$ cat config.mk
export PLATFORM = sky130hd
export DESIGN_NAME = ram_port_master_flat
export DESIGN_NICKNAME = d
export VERILOG_FILES = /design/src/rtl/ram_port_master_if.sv /design/src/rtl/ram_port_master.sv /design/src/flat_wrapper.sv
export SDC_FILE = /design/constraint.sdc
export NUM_CORES = 1
export LEC_CHECK = 0
export CORE_ASPECT_RATIO = 1.2
export CORE_MARGIN = 3
export CORE_UTILIZATION = 46
export DETAILED_ROUTE_END_ITERATION = 16
export PLACE_DENSITY = 0.81
export SLEW_MARGIN = 20
export SYNTH_ARGS = -nofsm -noshare
export SYNTH_HDL_FRONTEND = slang
export SYNTH_SLANG_ARGS = --single-unit
$ cat constraint.sdc
create_clock -name clk -period 4.4 [get_ports clk]
set_input_delay 0.88 -clock clk [delete_from_list [all_inputs] [get_ports clk]]
set_output_delay 0.88 -clock clk [all_outputs]
set_load 0.01 [all_outputs]
$ cat src/rtl/ram_port_master_if.sv
// Command/response/RAM-port bundle for ram_port_master.
// master modport: the ram_port_master side. slave modport: the client pipeline plus the RAM.
interface ram_port_master_if #(
  parameter int unsigned DWIDTH = 32,
  parameter int unsigned AWIDTH = 10
) ();

  // Command channel
  logic              req_valid;
  logic              req_ready;
  logic              req_we;
  logic [AWIDTH-1:0] req_addr;
  logic [DWIDTH-1:0] req_wdata;

  // Response channel
  logic              rsp_valid;
  logic              rsp_ready;
  logic [DWIDTH-1:0] rsp_rdata;

  // RAM port
  logic              ram_ce;
  logic              ram_r_w;
  logic [AWIDTH-1:0] ram_addr;
  logic [DWIDTH-1:0] ram_datain;
  logic [DWIDTH-1:0] ram_dataout;

  modport master (
    input  req_valid, req_we, req_addr, req_wdata, rsp_ready, ram_dataout,
    output req_ready, rsp_valid, rsp_rdata, ram_ce, ram_r_w, ram_addr, ram_datain
  );

  modport slave (
    output req_valid, req_we, req_addr, req_wdata, rsp_ready, ram_dataout,
    input  req_ready, rsp_valid, rsp_rdata, ram_ce, ram_r_w, ram_addr, ram_datain
  );

endinterface

$ cat src/rtl/ram_port_master.sv
// ram_port_master: valid/ready front end for one port of a single-clock,
// read-first block RAM. Commands are passed straight to the RAM port, the
// registered read word is captured one cycle later into a small response
// FIFO, and credits (FIFO entries + in-flight capture) gate command acceptance.
//
// Optional feature macro: RAM_PORT_MASTER_WRITE_ACK_EN
//   defined   - every accepted write returns one response (the pre-write word)
//   undefined - writes return nothing, need no credit and never stall
module ram_port_master #(
  parameter int unsigned DWIDTH    = 32,
  parameter int unsigned AWIDTH    = 10,
  parameter int unsigned RSP_DEPTH = 4
) (
  input  logic                   clk,
  input  logic                   rst,
  ram_port_master_if.master      bus,
  output logic                   idle
);

  localparam int unsigned PW = (RSP_DEPTH > 1) ? $clog2(RSP_DEPTH) : 1;
  localparam int unsigned CW = PW + 1;

  logic [DWIDTH-1:0] mem_q [RSP_DEPTH];
  logic [PW-1:0]     wr_ptr_q;
  logic [PW-1:0]     rd_ptr_q;
  logic [CW-1:0]     count_q;
  logic              inflight_q;

  logic [CW-1:0]     occupancy_c;
  logic              credit_ok_c;
  logic              req_ready_c;
  logic              req_fire_c;
  logic              rsp_gen_c;
  logic              push_c;
  logic              pop_c;

  // Credit check, acceptance and response-generation decode
  always_comb begin
    occupancy_c = count_q + CW'(inflight_q);
    credit_ok_c = (occupancy_c < CW'(RSP_DEPTH));
`ifdef RAM_PORT_MASTER_WRITE_ACK_EN
    req_ready_c = credit_ok_c;
`else
    // A write with no response consumes no FIFO slot, so it never waits
    req_ready_c = bus.req_we | credit_ok_c;
`endif
    req_fire_c  = bus.req_valid & req_ready_c;
`ifdef RAM_PORT_MASTER_WRITE_ACK_EN
    rsp_gen_c   = req_fire_c;
`else
    rsp_gen_c   = req_fire_c & ~bus.req_we;
`endif
    push_c      = inflight_q;
    pop_c       = (count_q != '0) & bus.rsp_ready;
  end

  // RAM port is a direct mapping of the accepted command
  assign bus.req_ready  = req_ready_c;
  assign bus.ram_ce     = req_fire_c;
  assign bus.ram_r_w    = bus.req_we;
  assign bus.ram_addr   = bus.req_addr;
  assign bus.ram_datain = bus.req_wdata;

  // Response side: head of FIFO, valid whenever not empty
  assign bus.rsp_valid  = (count_q != '0);
  assign bus.rsp_rdata  = mem_q[rd_ptr_q];
  assign idle           = ~inflight_q & (count_q == '0);

  // Marks the cycle in which the RAM presents data for a response-producing command
  always_ff @(posedge clk or posedge rst) begin
    if (rst) begin
      inflight_q <= 1'b0;
    end else begin
      inflight_q <= rsp_gen_c;
    end
  end

  // FIFO storage: capture ram_dataout at the write pointer
  always_ff @(posedge clk or posedge rst) begin
    if (rst) begin
      for (int i = 0; i < int'(RSP_DEPTH); i++) begin
        mem_q[i] <= '0;
      end
    end else if (push_c) begin
      mem_q[wr_ptr_q] <= bus.ram_dataout;
    end
  end

  // FIFO pointers (natural wrap) and occupancy count
  always_ff @(posedge clk or posedge rst) begin
    if (rst) begin
      wr_ptr_q <= '0;
      rd_ptr_q <= '0;
      count_q  <= '0;
    end else begin
      if (push_c) begin
        wr_ptr_q <= wr_ptr_q + PW'(1);
      end
      if (pop_c) begin
        rd_ptr_q <= rd_ptr_q + PW'(1);
      end
      case ({push_c, pop_c})
        2'b10:   count_q <= count_q + CW'(1);
        2'b01:   count_q <= count_q - CW'(1);
        default: count_q <= count_q;
      endcase
    end
  end

endmodule
$ cat src/flat_wrapper.sv
// flat-port wrapper written by rule: the top's interface ports become plain ports
module ram_port_master_flat 
#(
  parameter int unsigned DWIDTH    = 32,
  parameter int unsigned AWIDTH    = 10,
  parameter int unsigned RSP_DEPTH = 4
)
  (clk, rst, idle, bus_req_valid, bus_req_we, bus_req_addr, bus_req_wdata, bus_rsp_ready, bus_ram_dataout, bus_req_ready, bus_rsp_valid, bus_rsp_rdata, bus_ram_ce, bus_ram_r_w, bus_ram_addr, bus_ram_datain);
  ram_port_master_if #(.DWIDTH(DWIDTH), .AWIDTH(AWIDTH)) bus_i ();
  input  logic clk;
  input  logic rst;
  output logic idle;
  input wire logic [$bits(bus_i.req_valid)-1:0] bus_req_valid;
  input wire logic [$bits(bus_i.req_we)-1:0] bus_req_we;
  input wire logic [$bits(bus_i.req_addr)-1:0] bus_req_addr;
  input wire logic [$bits(bus_i.req_wdata)-1:0] bus_req_wdata;
  input wire logic [$bits(bus_i.rsp_ready)-1:0] bus_rsp_ready;
  input wire logic [$bits(bus_i.ram_dataout)-1:0] bus_ram_dataout;
  output wire logic [$bits(bus_i.req_ready)-1:0] bus_req_ready;
  output wire logic [$bits(bus_i.rsp_valid)-1:0] bus_rsp_valid;
  output wire logic [$bits(bus_i.rsp_rdata)-1:0] bus_rsp_rdata;
  output wire logic [$bits(bus_i.ram_ce)-1:0] bus_ram_ce;
  output wire logic [$bits(bus_i.ram_r_w)-1:0] bus_ram_r_w;
  output wire logic [$bits(bus_i.ram_addr)-1:0] bus_ram_addr;
  output wire logic [$bits(bus_i.ram_datain)-1:0] bus_ram_datain;
  assign bus_i.req_valid = bus_req_valid;
  assign bus_i.req_we = bus_req_we;
  assign bus_i.req_addr = bus_req_addr;
  assign bus_i.req_wdata = bus_req_wdata;
  assign bus_i.rsp_ready = bus_rsp_ready;
  assign bus_i.ram_dataout = bus_ram_dataout;
  assign bus_req_ready = bus_i.req_ready;
  assign bus_rsp_valid = bus_i.rsp_valid;
  assign bus_rsp_rdata = bus_i.rsp_rdata;
  assign bus_ram_ce = bus_i.ram_ce;
  assign bus_ram_r_w = bus_i.ram_r_w;
  assign bus_ram_addr = bus_i.ram_addr;
  assign bus_ram_datain = bus_i.ram_datain;
  ram_port_master #(.DWIDTH(DWIDTH), .AWIDTH(AWIDTH), .RSP_DEPTH(RSP_DEPTH)) u_core (.clk(clk), .rst(rst), .bus(bus_i), .idle(idle));
endmodule
==> run summary, run 1 <==
status: completed
worst skew pair latency: 0.42 ns
sink of the worst hold path: u_core.mem_q[29]
post-synthesis sequential area ratio: 49.5%
Port Buffers: 73
Power, Total: 6.57 mW
setup TNS: 0 ns
PwrDens: 824 nW/um^2
Critical Path RT: 3.52 ns
ANT cells: 0
Setup crit start kind: flip-flop
HP Start: u_core.mem_q[29]
Worst-Margin Slew: 0.737 ns
Post-CTS Setup Bufs: 0
critical path arrival: 2.55 ns
met3 Usage GRT: 5.53%
Max Root-Sink Buffers: 2
clk sinks: 136
Reg2Reg Depth: 8
TritonCTS Buffers: 17
Worst Hold Class: reg2reg
Post-Synthesis Cell Area: 6880 sq um
R2R setup slack: 2.45 ns
Initial Utilization: 47.3%
Filler cells: 1169
post-cts gate resize count: 0
min cycle time layout: 3.43 ns
CTS tree: built
hold path depth: 1
H-Tree Depth: 4
# IOs: 158
Main synth FF type: dfrtp_1
met2 Use GR: 25.7%
CP Max Fanout: 18
top post-synthesis cells by area: dfrtp_1 49%, mux2_4 26%, mux4_2 9.8%, buf_4 5.0%, buf_6 2.5%
M1 GR Usage: 23.2%
share of post-route cells with drive strength above 1: 46.0%
Slew Limit Fails: 0
final net count: 515
Tcrit/Tclk final: 77.9%
initial drt markers: 116
via count: 3349
Synthesis Warnings: 0
P_leak: 3.77 nW
Worst-path clk slew: 0.06 ns
post-synthesis area per instance: 17.4 sq um
area share of the largest cell type after synthesis: 49.5%
CP endpoint kind: primary output
DRC viols: 0
Area growth syn-to-layout: 16.0%
Reg2Reg Launch Point: u_core.count_q[1]
RSZ-0062 raised after global routing: false
worst vdd ir: 0.000479 V
gr usage total: 17.0%
height of the die: 140 um
Worst Skew: 0.00571 ns
Final HPWL DP: 8210 um
CTS Root Cell: clkbuf_16
Post-synth EDFFs: 0
placer's final routability congestion estimate: 0.726
Synth Instances: 396
initial antenna violation count: 0
Final Hold Vio Count: 0
Synth Net Count: 481
top-count cell post-synth: dfrtp_1
Rows: 48
RR Endpoint: u_core.count_q[2]
Critical path origin: u_core.rd_ptr_q[0]
top cells by count, synth: 136 x dfrtp_1, 120 x mux2_4, 46 x buf_4, 30 x mux4_2, 15 x buf_6
die area: 16500 sq um
hold_buf cts: 0
routed length per instance: 20.4 um
Top Usage Layer GRT: met2
grt ovf: 0
drt via density: 5.21
aggregate routed wire length: 13100 um
vias in the first global route: 3825
Antenna Violating Nets Remaining: 0
first-pass GRT wire length: 21900 um
Final setup viols: 0
f_max: 292 MHz
ys async rst share: 100%
Yosys cell types: 25
die width: 118 um
pin count of the biggest net entering global routing: 63
cell taking the most area after synthesis: dfrtp_1
Crit Path Class: reg2out
Core Region: 14500 sq um
max-cap violations: 0
Yosys reg bits: 136
Detailed Routing Iterations Pass 1: 4
slew margin rel.: 50.8%
power breakdown:
group	internal (mW)	total, mW	switching [mW]
clock network	0.893	1.45	0.553
logic	1.92	2.78	0.860
registers	1.90	2.35	0.451
worst max-delay path by stage:
stage,endpoint,slack (ns)
after floorplan,u_core.count_q[0],1.83
after global placement,bus_rsp_rdata[7],1.36
after detailed placement,bus_rsp_rdata[7],1.35
after CTS,bus_rsp_rdata[7],0.89
after global routing,bus_rsp_rdata[7],0.80
final,bus_rsp_rdata[7],0.97
worst max-delay path, cell delays in order, from the launching register on:
cell	delay (ns)
dfrtp_2	0.73
buf_4	0.32
mux4_1	0.58
clkdlybuf4s50_1	0.50
metal layers:
metal / vias to the layer above / part of all wire, %
met3: 26 / 4.9
met4: 0 / 1.7
met2: 104 / 48
met5: - / 0
met1: 1775 / 45
li1: 1444 / -
sequential cells by signal, indices dropped and copies added (netlist names):
register	count
u_core.wr_ptr_q	2
u_core.count_q	3
u_core.inflight_q	1
u_core.mem_q	128
u_core.rd_ptr_q	2
placed cells by master, fill, tap and decap left out, drive strengths merged:
master	count
o21a	1
and3b	1
and2	1
or2	1
clkdlybuf4s50	73
mux4	32
buf	6
bufinv	3
xnor2	2
ha	5
nand2	5
clkinvlp	4
inv	7
clkinv	7
o21ai	1
dfrtp	136
clkbuf	18
xor2	5
nor2	2
fa	1
mux2i	1
mux2	128
nand3	2
or3	1
stage by stage:
| step | instance area (sq um) | worst slack, ns | utilization, % | hold WS (ns) | std cells |
|---|---|---|---|---|---|
| 5_1_grt | 7980 | 0.803 | 54.9 | 0.513 | 643 |
| 3_5_place_dp | 7350 | 1.35 | 50.6 | 0.489 | 610 |
| 3_3_place_gp | 7350 | 1.36 | 50.6 | 0.482 | 610 |
| 6_report | 7980 | 0.971 | 54.9 | 0.501 | 643 |
| 4_1_cts | 7960 | 0.889 | 54.8 | 0.504 | 642 |
| 2_1_floorplan | 6880 | 1.83 | - | 0.473 | 396 |
layout make-up:
| type | count | area (sq um) | area share (%) |
|---|---|---|---|
| inverter | 7 | 30.0 | 0.376 |
| tap | 200 | 250 | 3.14 |
| multi-input combinational | 189 | 2890 | 36.2 |
| clock inverter | 14 | 175 | 2.20 |
| sequential | 136 | 3410 | 42.7 |
| clock buffer | 18 | 429 | 5.38 |
| timing repair buffer | 79 | 801 | 10.0 |
cell families (layout without fill, tap and decap cells):
kind of cell / count (synthesis) / in the layout / synth area share, %
AOI/OAI and AO/OA: 2 / 2 / 0.182
xor gates and xnor gates: 7 / 7 / 0.892
adders and majority gates: 6 / 6 / 1.20
buffers and inverters: 71 / 118 / 8.52
DFF: 136 / 136 / 49.5
muxes: 161 / 161 / 38.2
and+or+nand+nor: 13 / 13 / 1.47
Note: power is estimated with default switching activity, not from simulation.
==> run 2, diff against run 1 <==
--- a/config.mk
+++ b/config.mk
@@ -7,9 +7,9 @@
 export LEC_CHECK = 0
 export CORE_ASPECT_RATIO = 1.2
 export CORE_MARGIN = 3
-export CORE_UTILIZATION = 46
+export CORE_UTILIZATION = 51
 export DETAILED_ROUTE_END_ITERATION = 16
-export PLACE_DENSITY = 0.81
+export PLACE_DENSITY = 0.85
 export SLEW_MARGIN = 20
 export SYNTH_ARGS = -nofsm -noshare
 export SYNTH_HDL_FRONTEND = slang
==> constraint.sdc (replaced) <==
create_clock -name clk -period 3.5 [get_ports clk]
set_input_delay 0.7 -clock clk [delete_from_list [all_inputs] [get_ports clk]]
set_output_delay 0.7 -clock clk [all_outputs]
set_load 0.01 [all_outputs]
==> run 2 against run 1 <==
Clock power rose by 19%. Critical path depth did not move. Core utilization rose by 6.4 points. Critical path type unchanged. Via count rose by 0.90%.
==> run summary, run 2 (synthesis gave the netlist of run 1 again) <==
status: completed
initial antenna violation count: 1
aggregate routed wire length: 13300 um
Area growth syn-to-layout: 14.9%
fin worst setup slack: 0.444 ns
Detailed Routing Iterations Pass 1: 4
pre-CTS setup slack: 0.853 ns
die width: 112 um
worst skew pair latency: 0.42 ns
Sw Pwr: 2.30 mW
clk sinks: 136
drt via density: 5.56
min cycle time layout: 3.06 ns
Post-CTS Setup Bufs: 0
hold_buf cts: 0
vias in the first global route: 3947
sw frac: 28.0%
Slew Limit Fails: 0
grt ovf: 0
final instance area: 7900 sq um
sequential share of power: 36.1%
PwrDens: 1040 nW/um^2
critical path arrival: 2.36 ns
pin count of the biggest net entering global routing: 46
worst vdd ir: 0.000534 V
DRC viols: 0
die area: 14900 sq um
RR Endpoint: u_core.count_q[2]
R2R setup slack: 1.59 ns
Port Buffers: 73
Comb pwr share: 42.8%
Worst Hold Class: reg2reg
via count: 3379
Antenna Violating Nets Remaining: 0
CP endpoint kind: primary output
CP Max Fanout: 20
final net count: 516
P_leak: 3.77 nW
share of post-route cells with drive strength above 1: 45.7%
clock network power share: 21.2%
H-Tree Depth: 4
Power, Total: 8.19 mW
commonest cells after routing, fill and taps aside: 134 x dfrtp_1, 120 x mux2_4, 73 x clkdlybuf4s50_1, 30 x mux4_2, 17 x clkbuf_16
P_int: 5.89 mW
Core Region: 12900 sq um
Post-Place Cell Area: 7320 sq um
max-cap violations: 0
Final Hold Vio Count: 0
sink of the worst hold path: u_core.mem_q[12]
Critical Path RT: 2.80 ns
f_max: 327 MHz
critical path, cell by cell: buf_4 -> mux4_2 -> clkdlybuf4s50_1
RSZ-0062 raised after global routing: false
Filler cells: 954
first-pass GRT wire length: 22100 um
Rows: 45
routed length per instance: 21.8 um
HP Start: u_core.mem_q[12]
Max stage delay cell, worst path: dfrtp_2
CTS Root Cell: clkbuf_16
most common cell after layout, fill and taps aside: dfrtp_1
placer's final routability congestion estimate: 0.759
WHS: 0.503 ns
hold path depth: 1
Biggest register: u_core.mem_q
Tcrit/Tclk final: 87.3%
setup TNS: 0 ns
Worst Skew: 0.00700 ns
Final HPWL DP: 8490 um
Reg2Reg Launch Point: u_core.count_q[0]
Initial Utilization: 53.3%
Final setup viols: 0
gr usage total: 19.0%
TritonCTS Buffers: 17
initial drt markers: 186
# IOs: 158
CTS tree: built
ANT cells: 0
slew margin rel.: 51.9%
Regs by FF count: u_core.mem_q x128, u_core.count_q x3
Reg2Reg Depth: 8
Crit Path Class: reg2out
Largest register FFs: 128
slowest stage delay, CP: 0.74 ns
Worst-Margin Slew: 0.721 ns
Worst-path clk slew: 0.05 ns
height of the die: 133 um
Max Root-Sink Buffers: 2
Setup crit start kind: flip-flop
post-cts gate resize count: 0
## run 2: cell types whose count changed in the layout (fill, tap and decap cells not counted), moves of 2 or more
cell | previous run | this run
buf_4 | 4 | 6
clkbuf_1 | 1 | 3
clkbuf_8 | 0 | 3
clkinv_2 | 2 | 6
clkinv_4 | 5 | 0
clkinvlp_4 | 4 | 2
## run 2: final cells by class
type | instances | area, sq um | share of cell area [%]
clock buffers | 23 | 478 | 6.05
clock inverters | 9 | 97.6 | 1.24
inverters | 7 | 30.0 | 0.380
multi-input cells | 189 | 2890 | 36.6
flip-flops and latches | 136 | 3410 | 43.1
well taps | 164 | 205 | 2.60
repair buffers | 80 | 796 | 10.1
## run 2: critical path: cells and delay by family (launching register included)
kind	cells	cell delay, ns
buffers and inverters	2	0.84
DFF	1	0.74
muxes	1	0.35
## run 2: routing by layer
layer / track usage [%] / share of wire [%] / vias up
li1: - / - / 1446
met1: 24.8 / 43 / 1799
met2: 29.7 / 50 / 102
met3: 6.18 / 5.3 / 30
met4: 7.35 / 1.8 / 2
met5: 0 / 0.098 / -
## run 2: power groups by stage
stage	combinational, mW	sequential [mW]	clock, mW
after floorplan	2.64	2.69	0
after global placement	3.46	2.89	0
after detailed placement	3.55	2.94	0
after CTS	3.56	2.94	1.76
after global routing	3.72	3.06	1.84
final	3.50	2.95	1.73
## run 2: metrics by stage
| step | instances | util (%) |
|---|---|---|
| finish | 608 | 61.3 |
| global route | 608 | 61.3 |
| CTS | 608 | 61.3 |
| detailed placement | 576 | 56.8 |
| global placement | 576 | 56.8 |
| floorplan | 396 | - |
## run 2: worst max path at each step
stage | slack, ns | to | start
6_report | 0.44 | bus_rsp_rdata[19] | u_core.rd_ptr_q[1]
3_5_place_dp | 0.85 | bus_rsp_rdata[29] | u_core.rd_ptr_q[0]
4_1_cts | 0.40 | bus_rsp_rdata[27] | u_core.rd_ptr_q[0]
2_1_floorplan | 1.11 | u_core.count_q[0] | rst
3_3_place_gp | 0.86 | bus_rsp_rdata[4] | u_core.rd_ptr_q[0]
5_1_grt | 0.33 | bus_rsp_rdata[4] | u_core.rd_ptr_q[0]
